## src/rtl/addsub_pkg.sv

```systemverilog
// Shared types and sizing helpers for the chunked adder-subtractor.
package addsub_pkg;

    typedef enum logic [1:0] {
        IDLE = 2'd0,
        RUN  = 2'd1,
        DONE = 2'd2
    } state_e;

    // Number of chunk passes needed to cover the whole operand.
    function automatic int calc_nch(input int width, input int chunk);
        return width / chunk;
    endfunction

    // Chunk index width; a single-chunk build still needs a 1-bit index.
    function automatic int calc_idx_w(input int nch);
        return (nch <= 1) ? 1 : $clog2(nch);
    endfunction

endpackage

```

## src/rtl/chunk_adder.sv

```systemverilog
// Combinational CHUNK-bit adder slice with carry-out and carry into its MSB.
module chunk_adder #(
    parameter int CHUNK = 4
) (
    input  logic [CHUNK-1:0] a,
    input  logic [CHUNK-1:0] b,
    input  logic             cin,
    output logic [CHUNK-1:0] sum,
    output logic             cout,
    output logic             c_msb
);

    logic [CHUNK:0] full;

    // Zero-extended add so the top bit is the carry out of the slice.
    always_comb begin
        full = {1'b0, a} + {1'b0, b} + {{CHUNK{1'b0}}, cin};
    end

    assign sum   = full[CHUNK-1:0];
    assign cout  = full[CHUNK];
    // Carry into the MSB recovered from the MSB sum bit; also valid for CHUNK=1.
    assign c_msb = sum[CHUNK-1] ^ a[CHUNK-1] ^ b[CHUNK-1];

endmodule

```

## src/rtl/chunked_addsub.sv

```systemverilog
// Serial-by-chunk adder/subtractor: CHUNK bits per clock with the ripple
// carry held in a register between chunks.
//
//   state | meaning
//   ------+-----------------------------------------------------------
//   IDLE  | waiting for start; result/cout/overflow hold last values
//   RUN   | one chunk added per clock, idx selects the chunk
//   DONE  | single-cycle done pulse; start here begins a new operation
module chunked_addsub
    import addsub_pkg::*;
#(
    parameter int WIDTH = 16,
    parameter int CHUNK = 4
) (
    input  logic             clk,
    input  logic             rst_n,
    input  logic             start,
    input  logic             sub,
    input  logic             cin,
    input  logic [WIDTH-1:0] a,
    input  logic [WIDTH-1:0] b,
    output logic             busy,
    output logic             done,
    output logic [WIDTH-1:0] result,
    output logic             cout,
    output logic             overflow
);

    localparam int NCH   = calc_nch(WIDTH, CHUNK);
    localparam int IDX_W = calc_idx_w(NCH);
    localparam logic [IDX_W-1:0] IDX_LAST = IDX_W'(NCH - 1);

    generate
        if (WIDTH < 2 || CHUNK < 1 || (WIDTH % CHUNK) != 0) begin : g_bad_params
            $error("chunked_addsub: WIDTH must be >= 2 and a multiple of CHUNK");
        end
    endgenerate

    state_e           state_q, state_d;
    logic [IDX_W-1:0] idx_q, idx_d;
    logic [WIDTH-1:0] a_q, a_d;
    logic [WIDTH-1:0] b_q, b_d;
    logic [WIDTH-1:0] result_q, result_d;
    logic             carry_q, carry_d;
    logic             cout_q, cout_d;
    logic             ovf_q, ovf_d;

    logic             accept;
    logic             last;
    logic [CHUNK-1:0] a_chunk, b_chunk, sum_chunk;
    logic             c_out_chunk, c_msb_chunk;

    assign accept = start && (state_q == IDLE || state_q == DONE);
    assign last   = (idx_q == IDX_LAST);

    // Select the operand chunk addressed by the current index.
    always_comb begin
        a_chunk = '0;
        b_chunk = '0;
        for (int i = 0; i < NCH; i++) begin
            if (idx_q == IDX_W'(i)) begin
                a_chunk = a_q[i*CHUNK +: CHUNK];
                b_chunk = b_q[i*CHUNK +: CHUNK];
            end
        end
    end

    chunk_adder #(.CHUNK(CHUNK)) u_chunk_adder (
        .a     (a_chunk),
        .b     (b_chunk),
        .cin   (carry_q),
        .sum   (sum_chunk),
        .cout  (c_out_chunk),
        .c_msb (c_msb_chunk)
    );

    // State register.
    always_ff @(posedge clk or negedge rst_n) begin
        if (!rst_n) begin
            state_q <= IDLE;
        end else begin
            state_q <= state_d;
        end
    end

    // Next-state logic; DONE accepts start directly for back-to-back operations.
    always_comb begin
        state_d = state_q;
        unique case (state_q)
            IDLE:    if (start) state_d = RUN;
            RUN:     if (last)  state_d = DONE;
            DONE:    state_d = start ? RUN : IDLE;
            default: state_d = IDLE;
        endcase
    end

    // Handshake outputs decoded from the state register only.
    always_comb begin
        busy = (state_q == RUN);
        done = (state_q == DONE);
    end

    // Datapath next values: latch operands on accept, add one chunk per RUN cycle.
    always_comb begin
        idx_d    = idx_q;
        a_d      = a_q;
        b_d      = b_q;
        carry_d  = carry_q;
        result_d = result_q;
        cout_d   = cout_q;
        ovf_d    = ovf_q;
        if (accept) begin
            idx_d    = '0;
            a_d      = a;
            b_d      = sub ? ~b : b;
            carry_d  = sub ? ~cin : cin;
            result_d = '0;
        end else if (state_q == RUN) begin
            for (int i = 0; i < NCH; i++) begin
                if (idx_q == IDX_W'(i)) begin
                    result_d[i*CHUNK +: CHUNK] = sum_chunk;
                end
            end
            carry_d = c_out_chunk;
            idx_d   = idx_q + IDX_W'(1);
            if (last) begin
                cout_d = c_out_chunk;
                ovf_d  = c_out_chunk ^ c_msb_chunk;
            end
        end
    end

    // Datapath registers; reset discards any partial result.
    always_ff @(posedge clk or negedge rst_n) begin
        if (!rst_n) begin
            idx_q    <= '0;
            a_q      <= '0;
            b_q      <= '0;
            carry_q  <= 1'b0;
            result_q <= '0;
            cout_q   <= 1'b0;
            ovf_q    <= 1'b0;
        end else begin
            idx_q    <= idx_d;
            a_q      <= a_d;
            b_q      <= b_d;
            carry_q  <= carry_d;
            result_q <= result_d;
            cout_q   <= cout_d;
            ovf_q    <= ovf_d;
        end
    end

    assign result   = result_q;
    assign cout     = cout_q;
    assign overflow = ovf_q;

endmodule

```

## config.mk

```make
export PLATFORM = sky130hd
export DESIGN_NAME = chunked_addsub
export DESIGN_NICKNAME = d
export VERILOG_FILES = /design/src/rtl/addsub_pkg.sv /design/src/rtl/chunk_adder.sv /design/src/rtl/chunked_addsub.sv
export SDC_FILE = /design/constraint.sdc
export NUM_CORES = 1
export LEC_CHECK = 0
export CORE_MARGIN = 3
export CORE_UTILIZATION = 25
export CTS_BUF_LIST = sky130_fd_sc_hd__clkbuf_4 sky130_fd_sc_hd__clkbuf_8 sky130_fd_sc_hd__clkbuf_16
export CTS_CLUSTER_DIAMETER = 50
export DETAILED_ROUTE_END_ITERATION = 8
export SLEW_MARGIN = 25
export SYNTH_ARGS = -nofsm -noshare
export SYNTH_HDL_FRONTEND = slang
export SYNTH_HIERARCHICAL = 1
export SYNTH_SLANG_ARGS = --single-unit
```

## constraint.sdc

```tcl
create_clock -name clk -period 7 [get_ports clk]
set_clock_uncertainty 0.15 [all_clocks]
set_input_delay 1.05 -clock clk [delete_from_list [all_inputs] [get_ports clk]]
set_output_delay 1.05 -clock clk [all_outputs]
set_load 0.01 [all_outputs]
```

Word level (Yosys, flattened, before mapping)
Cells that the tools add are included.
{"block": "word_totals", "out_inout_bits": 20, "regBits": 55, "elab_cells": 66, "input_bits": 37}
{"block": "op_classes", "n_reduce_logical": 15, "mux": 24, "eq_ne": 7, "n_bitwise": 6, "n_addsub": 3}
{"cell": "two-way mux 16 bit", "count": 3}
{"cell": "two-way mux 4 bit", "count": 12}
{"cell": "NOT 16 bit", "count": 1}
{"cell": "AND reduction 2 bit", "count": 5}
{"cell": "nonzero test 2 bit", "count": 5}
{"cell": "two-way mux 2 bit", "count": 4}
{"cell": "== test 2 bit (second input constant)", "count": 3}
{"cell": "one-hot mux 2 bit (3 select lines)", "count": 1}
{"cell": "adder 4 x 4 -> 5 bit", "count": 1}
{"cell": "adder 5 x 1 -> 5 bit", "count": 1}
{"cell": "== test 2 x 1 -> 1 bit (second input constant)", "count": 2}
{"cell": "zero test 2 bit", "count": 2}
{"cell": "two-way mux 1 bit", "count": 4}
{"cell": "AND reduction 3 bit", "count": 1}
{"cell": "XOR 1 bit", "count": 3}
{"cell": "adder 2 x 1 -> 2 bit (second input constant)", "count": 1}
{"cell": "inequality test 2 x 1 -> 1 bit (second input constant)", "count": 1}
{"cell": "inequality test 2 bit (second input constant)", "count": 1}
{"cell": "NOT 1 bit", "count": 2}
{"cell": "logical AND 1 bit", "count": 1}
{"cell": "logical OR 1 bit", "count": 1}

Depth between registers and ports, before layout
Gate-level depths: netlist of run 1.
{"block": "depth", "ltp_word": 10, "depth_mapped": 14, "depth_no_buf": 13}

Modules after synthesis
The synthesis of run 1 kept the hierarchy.
{"mod": "chunked_addsub", "n_inst": 1, "seq_area_each_um2": 1376.3, "area_each_um2": 2570.0, "cells_per_inst": 280}
{"mod": "chunk_adder", "n_inst": 1, "seq_area_each_um2": 0.0, "area_each_um2": 177.7, "cells_per_inst": 19}

Least setup slack after synthesis of run 1
OpenSTA, ideal clock, no wires.
{"block": "synth_path", "path_kind": "register -> register", "startpoint": "register idx_q[0]", "endpoint": "register carry_q", "stages_incl_launch_ff": 13, "synth_period_minus_slack_ns": 2.852, "required_time_ns": 6.724, "t_arrival_ns": 2.576, "path_buffers": 0, "slack_ns": 4.148, "setup_time_ns": 0.126, "path_cell_list": "dfrtp_1 inv_1 ha_1 and2b_1 a221oi_1 o31ai_1 fa_1 inv_1 fa_1 nor2b_1 o21ai_0 nand2b_1 a221o_1"}
{"block": "synth_via", "elab_chain_cells": 9, "word_cells_on_any_way": 16, "classes_between": "add/sub: 2; eq/ne: 3; mux: 10; reduce/logical: 1"}
{"element": "start: declaration", "line": "chunked_addsub.sv:40", "source": "logic [IDX_W-1:0] idx_q, idx_d;"}
{"element": "start signal: assignment", "line": "chunked_addsub.sv:144", "source": "idx_q <= idx_d;"}
{"element": "zero test 2 bit", "line": "chunked_addsub.sv:61", "source": "if (idx_q == IDX_W'(i)) begin"}
{"element": "two-way mux 4 bit (3 in a row)", "line": "chunked_addsub.sv:61"}
{"element": "two-way mux 4 bit (*)", "line": "chunked_addsub.sv:61"}
{"element": "net a_chunk[0]", "line": "chunked_addsub.sv:50", "source": "logic [CHUNK-1:0] a_chunk, b_chunk, sum_chunk;"}
{"element": "adder 4 x 4 -> 5 bit (*)", "line": "chunk_adder.sv:17", "source": "full = {1'b0, a} + {1'b0, b} + {{CHUNK{1'b0}}, cin};"}
{"element": "adder 5 x 1 -> 5 bit (*)", "line": "chunk_adder.sv:17"}
{"element": "net c_out_chunk", "line": "chunked_addsub.sv:51", "source": "logic c_out_chunk, c_msb_chunk;"}
{"element": "two-way mux 1 bit (*)", "line": "chunked_addsub.sv:118", "source": "end else if (state_q == RUN) begin"}
{"element": "two-way mux 1 bit (*)", "line": "chunked_addsub.sv:112", "source": "if (accept) begin"}
{"element": "end signal: assignment", "line": "chunked_addsub.sv:147", "source": "carry_q <= carry_d;"}
{"element": "end: declaration", "line": "chunked_addsub.sv:44", "source": "logic carry_q, carry_d;"}
Mark *: on every way through the listed nets, which the timed path passes. The rest lies on a longest branch. The select of a mux whose other input is x is not followed.
A chain may end at the register's enable or synchronous reset.

Final worst setup path of run 1
{"block": "layout_path", "startpoint": "register idx_q[1]", "endpoint": "register carry_q"}
Same word-level chain as after synthesis.

==> metrics.cfg, run 1 <==
[placed_design]
port_buffers=56
dp_hpwl_mm=4.84
placed_cells=476
gp_congestion=0.830

[floorplan]
pin_count=57
initial_core_util=0.261
die_x_um=111
die_area_um2=12300
rows=37
core_area_um2=10500
dieHeight_um=111

[critical_path]
r2r_slack_ns=3.52
path_cells=inv_1 -> ha_1 -> and2b_1 -> a221oi_1 -> o31ai_1 -> fa_1 -> inv_1 -> fa_1 -> nor2b_1 -> o21ai_0 -> nand2b_1 -> a221o_1
cp_max_fo=15
setup.worst_path.start=idx_q[1]$_DFFE_PN0P_
critPathMaxStageDelay_ns=0.49
worst_path_max_delay_cell=ha_1
reg2reg_depth=12
r2r_end=carry_q$_DFFE_PN0P_
cp.depth=12
reg2reg_from=idx_q[1]$_DFFE_PN0P_
required_ns=7.05
cp-end-kind=flop
arrival_ns=3.53
crit_family=adder cells
criticalPathCategory=flop to flop
crit_buf_inv=2
critPathLaunchType=flop

[clocking]
cts_buffers=5
cts.hold.buffers_added=0
cts_tree=built
clock_path_buffers=2
h-tree-depth=2
cts-root-buf=clkbuf_8
ctsResizeCount=0
post_cts.repair.setup_buffers=0
cts_sinks=55
clock_latency_ns=0.30
path_clk_slew_ns=0.09

[logic_synthesis]
synth-seq-cells=55
synth_top_area_frac=0.501
synth_xor_area_frac=0.0733
yosysSeqAreaShare=0.501
syn-mean-instance-area_um2=9.19
ys.flop_type=dfrtp_1
synth_area_um2=2750
synth_edf_count=0
synthCells=299
synthTopCellsByCount=nand2_1 (89), dfrtp_1 (55), xnor2_1 (22)
synth_top_family_by_area=simple AND/OR/NAND/NOR gates
synth_mux_area_frac=0.00410
synthTopCellsByArea=dfrtp_1 (50%), nand2_1 (12%), xnor2_1 (7.0%), o21ai_0 (3.8%), a21oi_1 (3.3%)
synth_nets=345
yosys.area.top_type=dfrtp_1
synthAdderAreaFrac=0.0464
synth_cell_types=27
synthSimpleGateAreaFrac=0.199
synth_compound_area_frac=0.131
yosys_warnings=6
yosys.cell_count.top_type=nand2_1
synthArstFlopShare=1.00

[run]
cap_violations=0

[sta]
slew_headroom=0.393
tightest_slew_ns=0.907
rsz0062_at_grt=false
slew_viol_final=0
hold_violations=0
fmax_ghz=0.287
period_needed_ns=3.48
tns_ns=0
setup_viol_count_final=0
min_period_over_period=0.497

[power_and_ir_drop]
peakVddDrop_mv=0.156
power_density_nw_per_um2=466
p_leak_nw=1.51

[grt]
grt_pass1_wl_mm=10.6
grt_pass1_vias=2203
antenna_found_initial=0
grt_max_degree=56
gr-total-overflow=0
grt_usage=0.104

[finish]
area_growth_pct=27.3
fin_cells=483
fillers=1125
nets=393
drive_gt1_frac=0.0461
n_antenna_cell=0

[drt]
wl_per_cell_um=13.2
ant_nets=0
drc_errors=0
drt-pass1-iter-count=4
vias=2152
wl_mm=6.38
via_per_inst=4.46
drt_iter0_drc=68

[hold_path]
hold_depth=2
min_from=a_q[14]$_DFFE_PN0P_
hold_path.class=flop to flop
hold_end=a_q[14]$_DFFE_PN0P_

[status]
status=complete, no violations

## worst reg2reg max path, stage by stage, from the launching register on
cell and delay (ns):
dfrtp_1 0.42, inv_1 0.09, ha_1 0.49, and2b_1 0.34
a221oi_1 0.31, o31ai_1 0.15, fa_1 0.47, inv_1 0.08
fa_1 0.21, nor2b_1 0.06, o21ai_0 0.16, nand2b_1 0.13
a221o_1 0.32
## area by class of cell
type	count	area [um2]	area share
flip-flops and latches	55	1380	0.394
multi-input cells	217	1250	0.358
repair buffers	59	578	0.165
well taps	136	170	0.0487
clock buffers	6	82.6	0.0236
inverters	9	33.8	0.00966
clock inverters	1	5.00	0.00143
## registers in the layout, summed over array words and instances, names as in the netlist
name,flops
a_q,16
b_q,16
result,16
idx_q,2
state_q,2
carry_q,1
cout,1
overflow,1
## worst max-delay path by stage
| stage | slack, ns | endpoint |
|---|---|---|
| after global routing | 3.27 | carry_q$_DFFE_PN0P_ |
| after CTS | 3.51 | carry_q$_DFFE_PN0P_ |
| after global placement | 3.71 | carry_q$_DFFE_PN0P_ |
| final | 3.52 | carry_q$_DFFE_PN0P_ |
| after floorplan | 4.15 | carry_q$_DFFE_PN0P_ |
| after detailed placement | 3.52 | carry_q$_DFFE_PN0P_ |
## metrics by stage
stage | worst slack, ns | hold slack (ns) | instance area [um2] | power, mW | util
after floorplan | 4.15 | 0.296 | 2750 | 1.20 | -
after global placement | 3.71 | 0.317 | 3410 | 1.44 | 0.324
after detailed placement | 3.52 | 0.317 | 3410 | 1.47 | 0.324
after CTS | 3.51 | 0.344 | 3500 | 1.65 | 0.333
after global routing | 3.27 | 0.358 | 3500 | 1.79 | 0.333
final | 3.52 | 0.339 | 3500 | 1.63 | 0.333
## per-layer routing
layer | global-route usage | vias up | routed length, um
met2 | 0.169 | 45 | 3040
met3 | 0.0240 | 4 | 296
li1 | - | 1083 | -
met1 | 0.140 | 1020 | 3010
met5 | 0 | - | 0
met4 | 0.0246 | 0 | 41
## power breakdown
group / internal (mW) / switching [mW]
Clock: 0.0780 / 0.0992
Combinational: 0.396 / 0.520
Sequential: 0.449 / 0.0859
Total: 0.924 / 0.705
## layout by cell type, fill, tap and decap left out, types with 2 or more instances in the layout
cell / instances
a21oi_1: 18
a221oi_1: 7
a22o_1: 2
buf_4: 3
clkbuf_8: 6
clkdlybuf4s50_1: 55
dfrtp_1: 55
fa_1: 2
ha_1: 7
inv_1: 8
nand2_1: 89
nand2b_1: 2
nand3_1: 17
nand3b_1: 4
nor2_1: 2
nor2b_1: 9
o21ai_0: 21
o31ai_1: 7
xnor2_1: 22
## cells by family after synthesis
family                     after synthesis
AOI/OAI and AO/OA                       58
adders and majority gates                9
muxes                                    1
DFF                                     55
buffers and inverters                   27
xor gates and xnor gates                23
and+or+nand+nor                        126
(Power assumes the default switching activity.)
==> inputs of run 2 (changes only) <==
Clock period 7 ns to 3.4 ns, I/O delays scaled along.
==> run 2 against run 1 <==
  * Fmax grew 12%
  * Setup slack lost 3.2 ns
  * Die area is the same
  * Final cell count grew 1.2%
  * Count of clock-buffer cells in the layout grew 2
  * Non-clock buffer count grew 5
==> metrics.cfg, run 2 (synthesis results as in run 1) <==
[status]
status=complete, no violations

[finish]
n_antenna_cell=0
area_growth_pct=29.8
drive_gt1_frac=0.0708
final_cell_mix=nand2_1 (89), dfrtp_1 (55), clkdlybuf4s50_1 (55)
fin_area_um2=3570
final_common_cell=nand2_1
nets=398

[power_and_ir_drop]
p_sw_frac=0.423
clock_power_share=0.117
fin_total_pwr_mw=3.44
power_frac_seq=0.322
internal_power_mw=1.98
p_sw_mw=1.45
p_leak_nw=1.55
combPwrFrac=0.561
power_density_nw_per_um2=963
peakVddDrop_mv=0.362

[hold_path]
hold_depth=2
hold_path.class=flop to flop
hold_end=b_q[10]$_DFFE_PN0P_
min_from=b_q[10]$_DFFE_PN0P_

[floorplan]
die_x_um=111
initial_core_util=0.261
core_area_um2=10500
rows=37
die_area_um2=12300
dieHeight_um=111
pin_count=57

[clocking]
path_clk_slew_ns=0.09
clock_path_buffers=2
cts_buffers=5
cts-root-buf=clkbuf_8
cts_sinks=55
h-tree-depth=2
post_cts.repair.setup_buffers=0
cts_tree=built
clock_latency_ns=0.31

[critical_path]
cp_max_fo=7
r2r_slack_ns=0.28
reg2reg_depth=12
criticalPathCategory=flop to flop
required_ns=3.45
critPathLaunchType=flop
cp-end-kind=flop
reg2reg_from=idx_q[0]$_DFFE_PN0P_
arrival_ns=3.17
r2r_end=carry_q$_DFFE_PN0P_

[placed_design]
dp_worst_setup_slack_ns=0.235
dp_hpwl_mm=4.89
gp_congestion=0.860
port_buffers=56
place_area_um2=3440

[drt]
ant_nets=0
drt_iter0_drc=165
drt-pass1-iter-count=4
via_per_inst=4.50
drc_errors=0
wl_per_cell_um=13.0
vias=2199
wl_mm=6.35

[sta]
period_needed_ns=3.12
fmax_ghz=0.321
tns_ns=0
slew_viol_final=0
tightest_slew_ns=0.567
rsz0062_at_grt=false
layout_setup_ws_ns=0.282
hold_violations=0
slew_headroom=0.622
setup_viol_count_final=0
min_period_over_period=0.917

[grt]
antenna_found_initial=0
grt_pass1_wl_mm=10.5
grt_usage=0.104
gr-total-overflow=0
grt_max_degree=41
grt_pass1_vias=2145

[run]
cap_violations=0

run 2: cell types whose count changed in the layout (fill, tap and decap cells not counted), sizes merged:
cell	before	now
clkinv	1	0
dlygate4sd3	0	1
buf	4	8
clkbuf	6	8
run 2: repair_timing:
action	CTS	global route
resized for setup	0	4
endpoints found under the hold margin	15	0
hold buffers	1	0
setup endpoints to repair	0	5
run 2: worst max path at each step:
stage                               from                   end  slack [ns]
floorplan           idx_q[0]$_DFFE_PN0P_   carry_q$_DFFE_PN0P_        0.55
global placement    idx_q[0]$_DFFE_PN0P_  overflow$_DFFE_PN0P_        0.36
detailed placement  idx_q[0]$_DFFE_PN0P_   carry_q$_DFFE_PN0P_        0.23
CTS                 idx_q[0]$_DFFE_PN0P_   carry_q$_DFFE_PN0P_        0.21
global route        idx_q[0]$_DFFE_PN0P_   carry_q$_DFFE_PN0P_        0.07
finish              idx_q[0]$_DFFE_PN0P_   carry_q$_DFFE_PN0P_        0.28
run 2: final cells by class:
type	instances	area, um2
fillers	1095	6940
multi-input cells	217	1260
flip-flops and latches	55	1380
repair buffers	64	618
inverters	9	33.8
well taps	136	170
clock buffers	8	104
run 2: critical path: stages (launching register included):
cell	delay [ns]
dfrtp_1	0.42
inv_1	0.09
ha_2	0.24
and2b_2	0.26
a221oi_1	0.28
o31ai_1	0.15
fa_1	0.47
inv_1	0.09
fa_1	0.22
nor2b_1	0.06
o21ai_0	0.14
nand2b_1	0.12
a221o_1	0.33
run 2: metrics by stage:
stage               hold WS, ns  utilization  cells
finish                    0.335        0.339    489
global route              0.361        0.339    489
CTS                       0.343        0.338    489
detailed placement        0.289        0.327    480
global placement          0.284        0.327    480
floorplan                0.0644            -    299
run 2: metal layers:
metal | vias up | global-route usage | wire length (um)
li1 | 1096 | - | -
met3 | 9 | 0.0235 | 324
met1 | 1040 | 0.143 | 3060
met2 | 54 | 0.162 | 2860
met5 | - | 0 | 0
met4 | 0 | 0.0320 | 92
run 2: power by group through the flow:
stage / Combinational (mW) / Clock (mW) / Sequential [mW]
floorplan: 1.39 / 0 / 1.08
global placement: 1.86 / 0 / 1.12
detailed placement: 1.90 / 0 / 1.12
CTS: 1.90 / 0.417 / 1.11
global route: 2.16 / 0.441 / 1.14
finish: 1.93 / 0.403 / 1.10
==> inputs of run 3 (changes only) <==
Settings changed: MAX_ROUTING_LAYER set to met4.
==> run 3 against run 2 <==
  * Sequential share of layout area grew 0.20 points
  * Count of clock-buffer cells in the layout shrank 1
  * Final cell count is the same
  * Sequential cell count is the same
  * Hold slack lost 0.21 ns
  * Critical path depth is the same
  * Via count shrank 0.82%
  * First-iteration DRC count shrank 45%
  * Non-clock buffer count is the same
  * Critical endpoint unchanged
  * Highest routed layer unchanged
==> metrics.cfg, run 3 (synthesis results as in run 1) <==
[status]
status=complete, no violations

[critical_path]
r2r_slack_ns=0.36
arrival_ns=3.08
reg2reg_depth=12
reg2reg_from=idx_q[0]$_DFFE_PN0P_
crit_family=adder cells
path_cells=inv_1 -> ha_2 -> and2b_2 -> a221oi_2 -> o31ai_1 -> fa_1 -> inv_1 -> fa_1 -> nor2b_1 -> o21ai_0 -> nand2b_1 -> a221o_1
r2r_end=carry_q$_DFFE_PN0P_
cp-end-kind=flop
criticalPathCategory=flop to flop
critPathMaxStageDelay_ns=0.45
cp_max_fo=7
critPathLaunchType=flop
required_ns=3.44
crit_buf_inv=2
worst_path_max_delay_cell=fa_1

[sta]
tightest_slew_ns=0.770
slew_viol_final=0
min_period_over_period=0.894
rsz0062_at_grt=false
tns_ns=0
fmax_ghz=0.329
hold_violations=0
period_needed_ns=3.04
setup_viol_count_final=0
slew_headroom=0.487

[power_and_ir_drop]
internal_power_mw=1.94
power_frac_seq=0.327
p_leak_nw=1.54
p_sw_frac=0.427
fin_total_pwr_mw=3.38
combPwrFrac=0.566
power_density_nw_per_um2=952
clock_power_share=0.107
peakVddDrop_mv=0.315
p_sw_mw=1.44

[floorplan]
initial_core_util=0.261
dieHeight_um=111
pin_count=57
rows=37
die_area_um2=12300
core_area_um2=10500
die_x_um=111

[clocking]
path_clk_slew_ns=0.09
cts_sinks=55
cts_buffers=5
h-tree-depth=2
cts-root-buf=clkbuf_8
clock_latency_ns=0.30
clock_path_buffers=2
cts_tree=built

[run]
cap_violations=0

[finish]
n_antenna_cell=0
final_cell_mix=nand2_1 (89), dfrtp_1 (55), clkdlybuf4s50_1 (55)
final_common_cell=nand2_1
fillers=1087
drive_gt1_frac=0.0737
area_growth_pct=29.1
nets=398

[drt]
vias=2181
via_per_inst=4.46
drc_errors=0
drt-pass1-iter-count=4
drt_iter0_drc=90
wl_per_cell_um=13.0
wl_mm=6.35
ant_nets=0

[grt]
antenna_found_initial=0
grt_pass1_wl_mm=10.4
grt_usage=0.105
gr-total-overflow=0
grt_pass1_vias=2157
grt_max_degree=41

[placed_design]
gp_congestion=0.875
dp_hpwl_mm=4.94
port_buffers=56

[hold_path]
hold_path.class=primary input to asynchronous set/reset pin

[run 3: cell count changes in the layout (fill, tap and decap cells not counted)]
cell,change
a221oi_1,-1
clkbuf_8,-2
a221oi_2,+1
xnor2_2,-1
xnor2_1,+1
clkinv_2,+1
buf_4,+1
dlygate4sd3_1,-1
clkbuf_4,+1
[run 3: power groups by stage]
stage / combinational (mW) / sequential [mW] / clock, mW
2_1_floorplan: 1.39 / 1.08 / 0
3_3_place_gp: 1.87 / 1.12 / 0
3_5_place_dp: 1.91 / 1.12 / 0
4_1_cts: 1.91 / 1.11 / 0.378
5_1_grt: 2.15 / 1.14 / 0.406
6_report: 1.91 / 1.10 / 0.362
[run 3: through the flow]
step	std cells	hold WS, ns	cell area, um2	setup slack (ns)	util
after global routing	489	0.165	3550	0.0390	0.338
final	489	0.123	3550	0.360	0.338
after detailed placement	480	0.314	3440	0.184	0.327
after CTS	488	0.134	3530	0.164	0.336
after floorplan	299	0.0644	2750	0.548	-
after global placement	480	0.317	3440	0.349	0.327
[run 3: metal layers]
layer | track usage | routed length (um)
met2 | 0.166 | 3010
met3 | 0.0257 | 243
met1 | 0.138 | 3060
met5 | - | 0
met4 | 0.0213 | 37
[run 3: cell type report]
type	count	area [um2]	share of cell area
Clock buffer	7	83.8	0.0236
Tap cell	136	170	0.0480
Sequential cell	55	1380	0.388
Inverter	9	33.8	0.00952
Multi-Input combinational cell	217	1260	0.356
Clock inverter	1	5.00	0.00141
Timing Repair Buffer	64	616	0.173
[run 3: how the worst max path moves through the flow]
stage                         start                    to  slack, ns  cells past startpoint
2_1_floorplan  idx_q[0]$_DFFE_PN0P_   carry_q$_DFFE_PN0P_       0.55                     12
3_3_place_gp   idx_q[0]$_DFFE_PN0P_  overflow$_DFFE_PN0P_       0.35                     12
3_5_place_dp   idx_q[0]$_DFFE_PN0P_   carry_q$_DFFE_PN0P_       0.18                     12
4_1_cts        idx_q[0]$_DFFE_PN0P_   carry_q$_DFFE_PN0P_       0.16                     12
5_1_grt        idx_q[0]$_DFFE_PN0P_   carry_q$_DFFE_PN0P_       0.04                     12
6_report       idx_q[0]$_DFFE_PN0P_   carry_q$_DFFE_PN0P_       0.36                     12
[run 3: timing repair]
action | in CTS | in global routing
setup endpoints to repair | 0 | 14
hold buffers | 0 | 0
gates resized for setup | 0 | 4
buffers inserted | 0 | 1
endpoints found under the hold margin | 0 | 0
